===== config.mk =====
export PLATFORM = sky130hd
export DESIGN_NAME = muldiv_ctrl
export DESIGN_NICKNAME = d
export VERILOG_FILES = /design/src/rtl/muldiv_ctrl_pkg.sv /design/src/rtl/muldiv_ctrl_hilo_regs.sv /design/src/rtl/muldiv_ctrl.sv
export SDC_FILE = /design/constraint.sdc
export NUM_CORES = 1
export LEC_CHECK = 0
export CAP_MARGIN = 25
export CORE_ASPECT_RATIO = 0.8
export CORE_MARGIN = 2
export CORE_UTILIZATION = 39
export DETAILED_ROUTE_END_ITERATION = 8
export PLACE_DENSITY = 0.78
export SYNTH_ARGS = -nofsm -noshare
export SYNTH_HDL_FRONTEND = slang
export SYNTH_SLANG_ARGS = --single-unit

===== constraint.sdc =====
create_clock -name clk -period 2.55 [get_ports clk]
set_input_delay 0.51 -clock clk [delete_from_list [all_inputs] [get_ports clk]]
set_output_delay 0.51 -clock clk [all_outputs]
set_load 0.03 [all_outputs]

===== src/rtl/muldiv_ctrl_pkg.sv =====
// -----------------------------------------------------------------------------
// defines
// Shared constants for the EX-stage multiply/divide controller:
//   - EXE_*_OP  : 8-bit alucontrol codes decoded by muldiv_ctrl
//   - state_e   : controller FSM state encoding
//   - helpers   : op-class decode functions
// -----------------------------------------------------------------------------
package defines;

  localparam logic [7:0] EXE_NOP_OP   = 8'b0000_0000;
  localparam logic [7:0] EXE_MFHI_OP  = 8'b0001_0000;
  localparam logic [7:0] EXE_MTHI_OP  = 8'b0001_0001;
  localparam logic [7:0] EXE_MFLO_OP  = 8'b0001_0010;
  localparam logic [7:0] EXE_MTLO_OP  = 8'b0001_0011;
  localparam logic [7:0] EXE_MULT_OP  = 8'b0001_1000;
  localparam logic [7:0] EXE_MULTU_OP = 8'b0001_1001;
  localparam logic [7:0] EXE_DIV_OP   = 8'b0001_1010;
  localparam logic [7:0] EXE_DIVU_OP  = 8'b0001_1011;

  typedef enum logic [1:0] {
    ST_IDLE     = 2'd0,
    ST_MUL_BUSY = 2'd1,
    ST_DIV_BUSY = 2'd2,
    ST_DONE     = 2'd3
  } state_e;

  // Ops that occupy the shared multiply/divide unit.
  function automatic logic is_muldiv_op(input logic [7:0] op);
    return (op == EXE_MULT_OP) || (op == EXE_MULTU_OP) ||
           (op == EXE_DIV_OP)  || (op == EXE_DIVU_OP);
  endfunction

  function automatic logic is_div_op(input logic [7:0] op);
    return (op == EXE_DIV_OP) || (op == EXE_DIVU_OP);
  endfunction

  function automatic logic is_signed_op(input logic [7:0] op);
    return (op == EXE_MULT_OP) || (op == EXE_DIV_OP);
  endfunction

endpackage


===== src/rtl/muldiv_ctrl_hilo_regs.sv =====
// -----------------------------------------------------------------------------
// hilo_regs
// HI/LO architectural register pair with independent write enables and a
// combinational read mux for MFHI/MFLO.
// Ports:
//   clk, rst              clock / synchronous active-low reset
//   hi_we_i, hi_wdata_i   HI write enable / data
//   lo_we_i, lo_wdata_i   LO write enable / data
//   rd_hi_i, rd_lo_i      select HI or LO onto rdata_o (0 when neither)
//   rdata_o               read value
// -----------------------------------------------------------------------------
module hilo_regs (
  input  logic        clk,
  input  logic        rst,
  input  logic        hi_we_i,
  input  logic [31:0] hi_wdata_i,
  input  logic        lo_we_i,
  input  logic [31:0] lo_wdata_i,
  input  logic        rd_hi_i,
  input  logic        rd_lo_i,
  output logic [31:0] rdata_o
);

  logic [31:0] hi_q, hi_d;
  logic [31:0] lo_q, lo_d;

  always_comb begin
    hi_d = hi_we_i ? hi_wdata_i : hi_q;
    lo_d = lo_we_i ? lo_wdata_i : lo_q;
  end

  always_ff @(posedge clk) begin
    if (!rst) begin
      hi_q <= '0;
      lo_q <= '0;
    end else begin
      hi_q <= hi_d;
      lo_q <= lo_d;
    end
  end

  always_comb begin
    rdata_o = '0;
    if (rd_hi_i) begin
      rdata_o = hi_q;
    end else if (rd_lo_i) begin
      rdata_o = lo_q;
    end
  end

endmodule


===== src/rtl/muldiv_ctrl.sv =====
// -----------------------------------------------------------------------------
// muldiv_ctrl
// EX-stage sequencer for the shared fixed-latency multiplier/divider.
// Decodes MULT/MULTU/DIV/DIVU/MTHI/MTLO/MFHI/MFLO, latches operands, pulses
// the IP start, counts its latency while stalling the pipeline, and writes
// the result into the HI/LO pair.
// Ports:
//   clk, rst                  clock / synchronous active-low reset
//   op_valid, alucontrol      EX instruction valid / op code
//   src_a, src_b              forwarded rs / rt operands
//   flush                     cancel EX instruction and any in-flight op
//   mul_start, div_start      one-cycle start pulses to the IP
//   unit_a, unit_b, unit_signed  operands held stable for the IP
//   mul_result, div_result    IP results (div = {remainder, quotient})
//   stall                     hold IF/ID/EX
//   hilo_rdata                MFHI/MFLO read value, else 0
//   div_by_zero               pulse when a divide had divisor 0
// -----------------------------------------------------------------------------
module muldiv_ctrl
  import defines::*;
#(
  parameter int MUL_LAT = 6,
  parameter int DIV_LAT = 36
) (
  input  logic        clk,
  input  logic        rst,
  input  logic        op_valid,
  input  logic [7:0]  alucontrol,
  input  logic [31:0] src_a,
  input  logic [31:0] src_b,
  input  logic        flush,
  output logic        mul_start,
  output logic        div_start,
  output logic [31:0] unit_a,
  output logic [31:0] unit_b,
  output logic        unit_signed,
  input  logic [63:0] mul_result,
  input  logic [63:0] div_result,
  output logic        stall,
  output logic [31:0] hilo_rdata,
  output logic        div_by_zero
);

  localparam int MAX_LAT = (MUL_LAT > DIV_LAT) ? MUL_LAT : DIV_LAT;
  localparam int CNT_W   = (MAX_LAT > 1) ? $clog2(MAX_LAT) : 1;
  localparam logic [CNT_W-1:0] MUL_LAST = CNT_W'(MUL_LAT - 1);
  localparam logic [CNT_W-1:0] DIV_LAST = CNT_W'(DIV_LAT - 1);

  state_e           state_q, state_d;
  logic [CNT_W-1:0] cnt_q, cnt_d;
  logic [31:0]      unit_a_q, unit_a_d;
  logic [31:0]      unit_b_q, unit_b_d;
  logic             unit_signed_q, unit_signed_d;
  logic             is_div_q, is_div_d;   // op in flight is a divide
  logic             div0_q, div0_d;       // divide skipped: divisor was 0

  logic        hi_we, lo_we;
  logic [31:0] hi_wdata, lo_wdata;
  logic        rd_hi, rd_lo;

  always_comb begin
    state_d       = state_q;
    cnt_d         = cnt_q;
    unit_a_d      = unit_a_q;
    unit_b_d      = unit_b_q;
    unit_signed_d = unit_signed_q;
    is_div_d      = is_div_q;
    div0_d        = div0_q;
    stall         = 1'b0;
    mul_start     = 1'b0;
    div_start     = 1'b0;
    div_by_zero   = 1'b0;
    hi_we         = 1'b0;
    lo_we         = 1'b0;
    hi_wdata      = '0;
    lo_wdata      = '0;

    unique case (state_q)
      ST_IDLE: begin
        if (op_valid && !flush) begin
          if (is_muldiv_op(alucontrol)) begin
            stall         = 1'b1;
            unit_a_d      = src_a;
            unit_b_d      = src_b;
            unit_signed_d = is_signed_op(alucontrol);
            is_div_d      = is_div_op(alucontrol);
            div0_d        = 1'b0;
            cnt_d         = '0;
            if (!is_div_op(alucontrol)) begin
              state_d = ST_MUL_BUSY;
            end else if (src_b == '0) begin
              // Never start the divider on a zero divisor; just report it.
              state_d = ST_DONE;
              div0_d  = 1'b1;
            end else begin
              state_d = ST_DIV_BUSY;
            end
          end else if (alucontrol == EXE_MTHI_OP) begin
            hi_we    = 1'b1;
            hi_wdata = src_a;
          end else if (alucontrol == EXE_MTLO_OP) begin
            lo_we    = 1'b1;
            lo_wdata = src_a;
          end
        end
      end

      ST_MUL_BUSY: begin
        if (flush) begin
          state_d = ST_IDLE;
        end else begin
          stall     = 1'b1;
          // Counter is only zero in the first busy cycle.
          mul_start = (cnt_q == '0);
          cnt_d     = cnt_q + CNT_W'(1);
          if (cnt_q == MUL_LAST) state_d = ST_DONE;
        end
      end

      ST_DIV_BUSY: begin
        if (flush) begin
          state_d = ST_IDLE;
        end else begin
          stall     = 1'b1;
          div_start = (cnt_q == '0);
          cnt_d     = cnt_q + CNT_W'(1);
          if (cnt_q == DIV_LAST) state_d = ST_DONE;
        end
      end

      ST_DONE: begin
        // Return to IDLE unconditionally: the op code still shows the
        // finished instruction here and must not re-issue.
        state_d = ST_IDLE;
        if (!flush) begin
          if (div0_q) begin
            div_by_zero = 1'b1;
          end else if (is_div_q) begin
            hi_we    = 1'b1;
            hi_wdata = div_result[63:32];
            lo_we    = 1'b1;
            lo_wdata = div_result[31:0];
          end else begin
            hi_we    = 1'b1;
            hi_wdata = mul_result[63:32];
            lo_we    = 1'b1;
            lo_wdata = mul_result[31:0];
          end
        end
      end

      default: state_d = ST_IDLE;
    endcase

    // Hold every control output quiet while reset is applied.
    if (!rst) begin
      stall       = 1'b0;
      mul_start   = 1'b0;
      div_start   = 1'b0;
      div_by_zero = 1'b0;
      hi_we       = 1'b0;
      lo_we       = 1'b0;
    end
  end

  always_ff @(posedge clk) begin
    if (!rst) begin
      state_q       <= ST_IDLE;
      cnt_q         <= '0;
      unit_a_q      <= '0;
      unit_b_q      <= '0;
      unit_signed_q <= 1'b0;
      is_div_q      <= 1'b0;
      div0_q        <= 1'b0;
    end else begin
      state_q       <= state_d;
      cnt_q         <= cnt_d;
      unit_a_q      <= unit_a_d;
      unit_b_q      <= unit_b_d;
      unit_signed_q <= unit_signed_d;
      is_div_q      <= is_div_d;
      div0_q        <= div0_d;
    end
  end

  assign unit_a      = unit_a_q;
  assign unit_b      = unit_b_q;
  assign unit_signed = unit_signed_q;

  assign rd_hi = op_valid && (alucontrol == EXE_MFHI_OP);
  assign rd_lo = op_valid && (alucontrol == EXE_MFLO_OP);

  hilo_regs u_hilo_regs (
    .clk        (clk),
    .rst        (rst),
    .hi_we_i    (hi_we),
    .hi_wdata_i (hi_wdata),
    .lo_we_i    (lo_we),
    .lo_wdata_i (lo_wdata),
    .rd_hi_i    (rd_hi),
    .rd_lo_i    (rd_lo),
    .rdata_o    (hilo_rdata)
  );

endmodule


==> impl_metrics.env <==
export IMPL_critPathRequiredTime_ps=2040
export IMPL_vias_per_cell=5.270
export IMPL_fin_ws_ps=-227.4
export IMPL_worstMarginPinSlew_ps=730.9
export IMPL_synthFlopType="dfxtp_1"
export IMPL_syn_area_um2=6994
export IMPL_status="finished, violations left"
export IMPL_fin_cells=1426
export IMPL_clockBufferDepth=2
export IMPL_skew_ps=8.502
export IMPL_hold_path_startpoint="unit_b[4]"
export IMPL_fmax_mhz=360.1
export IMPL_finalPower_mw=5.949
export IMPL_grt_pass1_wl_um=39260
export IMPL_die_area_um2=19030
export IMPL_slowest_stage="or4_4"
export IMPL_startpoint="alucontrol[6]"
export IMPL_syn_area_per_cell_um2=7.912
export IMPL_areaGrowthSynthToFinish_pct=64.70
export IMPL_r2r_start="state_q[1]"
export IMPL_dr_pass1_iters=5
export IMPL_critical_path_depth=7
export IMPL_cp_top_family="simple AND/OR/NAND/NOR gates"
export IMPL_start_kind="input port"
export IMPL_layout_common_cells="clkdlybuf4s50_1 (261), nand2_1 (139), dfxtp_1 (138), nor2_1 (137), mux2i_1 (96)"
export IMPL_grt_max_degree=69
export IMPL_crit_chain="buf_6 > or4b_4 > or4_4 > buf_12 > buf_16 > nor2_4 > buf_6"
export IMPL_synth_edf_count=0
export IMPL_critical_path_buf_inv_count=4
export IMPL_fin_crit_sh=1.089
export IMPL_setup_viol=33
export IMPL_dr_first_iter_drc_count=387
export IMPL_r2r_cells=9
export IMPL_cts_tree="done"
export IMPL_rrSetupSlack_ps=400
export IMPL_endpoint="hilo_rdata[23]"
export IMPL_whs_path_depth=2
export IMPL_power_density_nw_per_um2=516.4
export IMPL_p_sw_frac=0.2622
export IMPL_drt_wl_total_um=25760
export IMPL_clockRootBuffer="clkbuf_16"
export IMPL_cp_max_fo=8
export IMPL_rsz0062_at_grt="yes"
export IMPL_synthArstFlopShare=0
export IMPL_holdBufCountCts=0
export IMPL_fin_crit_ps=2777
export IMPL_relSlewSlack=0.5127
export IMPL_cp_common_cell="buf_6"
export IMPL_clk_pin_slew_ps=60
export IMPL_wl_per_cell_um=18.06
export IMPL_leakage_nw=3.849
export IMPL_nNetsFinal=1400
export IMPL_finalWeightedCongestion=0.8927
export IMPL_cts_buffers=17
export IMPL_hold_class="register to register"
export IMPL_maxCapViolations=0
export IMPL_ant_nets=0
export IMPL_pwr_share_clk=0.421
export IMPL_place_inst=1388
export IMPL_dieWidth_um=153.7
export IMPL_seq_power_share=0.385
export IMPL_grt_pass1_vias=7388
export IMPL_grt_ovfl_total=0
export IMPL_synth_warning_count=0
export IMPL_fp_row_count=43
export IMPL_critical_path_class="input port to primary output"
export IMPL_slowest_delay_ps=540
export IMPL_syn_inst=884
export IMPL_yosysSeqAreaShare=0.3979
export IMPL_violations="negative setup slack"
export IMPL_timing_rr_end="u_hilo_regs.lo_q[22]"
export IMPL_grtUsageTotal=0.2646
export IMPL_max_vdd_ir_drop_mv=0.4473
export IMPL_place_hpwl_um=18570
export IMPL_clkLatencyLatePin_ps=420
export IMPL_die_h_um=123.8
export IMPL_start_util=0.4012
export IMPL_power_internal_mw=4.389
export IMPL_yosysUniqueCellTypes=50
export IMPL_diodes=0
export IMPL_end_kind="primary output"
export IMPL_p_comb_frac=0.193
export IMPL_io_buffers=304
export IMPL_ys_ff_latch=139
export IMPL_antenna_found_initial=0
export IMPL_htreeDepth=4
export IMPL_layout_commonest_cell="clkdlybuf4s50_1"
export IMPL_io_pins=305
export IMPL_clock_sinks=139
export IMPL_core_area_um2=17430
export IMPL_drive_gt1_frac=0.1507
export IMPL_arrival_ps=2270
export IMPL_synth_nets=1096
export IMPL_switchingPower_mw=1.560
export IMPL_hold_viol=0
export IMPL_drc=0
export IMPL_dr_total_vias=7515
export IMPL_final_max_slew_viol_count=0
-- synth_stat cells, types with 4 or more instances --
cell / instances / area share
a21oi_1: 67 / 0.048
nor2_1: 170 / 0.091
a211oi_1: 62 / 0.067
nor3_1: 63 / 0.045
dfxtp_1: 139 / 0.40
mux2i_1: 96 / 0.14
buf_1: 5 / 0.0027
buf_2: 18 / 0.013
nand2_1: 140 / 0.075
xor2_1: 4 / 0.0050
inv_1: 8 / 0.0043
ha_1: 8 / 0.014
buf_4: 6 / 0.0064
nor4_1: 8 / 0.0072
clkbuf_1: 37 / 0.020
-- worst min-delay path, cell delays in order, from the launching register on --
cell,delay [ps]
dfxtp_1,310
nand2_1,50
a21oi_1,50
-- stage by stage --
stage / setup slack (ps) / cell area, um^2 / util / TNS (ps) / hold slack [ps]
finish: -227.4 / 11520 / 0.6609 / -4695 / 452.9
global placement: -489.7 / 10670 / 0.6123 / -50960 / 440.3
floorplan: -151.4 / 7320 / - / -4754 / 440.8
detailed placement: -514.3 / 10670 / 0.6123 / -55380 / 445.7
global route: -268.3 / 11520 / 0.6609 / -5768 / 467.6
CTS: -230.1 / 11550 / 0.6624 / -5573 / 454.0
-- flip-flops by register name, indices dropped and copies added (netlist names) --
register and flops:
cnt_q 6, div0_q 1, is_div_q 1, state_q 2, u_hilo_regs.hi_q 32, u_hilo_regs.lo_q 32, unit_a 32, unit_b 32
unit_signed 1
-- power by group through the flow --
| stage | clock [mW] | combinational [mW] | sequential (mW) |
|---|---|---|---|
| after detailed placement | 0 | 1.13 | 2.34 |
| after CTS | 2.55 | 1.15 | 2.29 |
| final | 2.51 | 1.15 | 2.29 |
| after global placement | 0 | 1.12 | 2.33 |
| after floorplan | 0 | 0.552 | 2.33 |
| after global routing | 2.63 | 1.24 | 2.30 |
-- worst min-delay path by stage --
stage                       to  slack [ps]
floorplan               div0_q         440
global placement     unit_a[2]         440
detailed placement  unit_a[12]         450
CTS                 unit_a[12]         450
global route        unit_a[11]         470
finish               unit_b[4]         450
-- per-layer routing --
metal / vias to the layer above / routed length [um] / GRT usage
met5: - / 0 / 0
met4: 0 / 569 / 0.09748
met3: 46 / 2642 / 0.1013
met2: 359 / 12210 / 0.4447
met1: 3442 / 10340 / 0.3104
li1: 3668 / - / -
-- logic make-up after synthesis --
family	after synthesis	synth area share
fa+ha+maj	8	0.01431
xor+xnor	5	0.006261
flops	139	0.3979
mux	96	0.1374
compound gates	147	0.1388
simple gates	411	0.2538
buf+inv	78	0.05152
-- layout make-up --
| type | instances | area (um^2) |
|---|---|---|
| Fill cell | 1470 | 5912 |
| Multi-Input combinational cell | 667 | 4134 |
| Timing Repair Buffer | 354 | 3679 |
| Sequential cell | 139 | 2786 |
| Clock buffer | 19 | 464.2 |
| Tap cell | 225 | 281.5 |
| Clock inverter | 13 | 138.9 |
| Inverter | 9 | 36.28 |
-- what timing repair did --
item | CTS | global route
gates resized for setup | 57 | 0
setup endpoints to repair | 33 | 33
cloned | 3 | 0
pin swaps | 9 | 3
setup buffers | 4 | 0
Note: power is estimated with default switching activity, not from simulation.
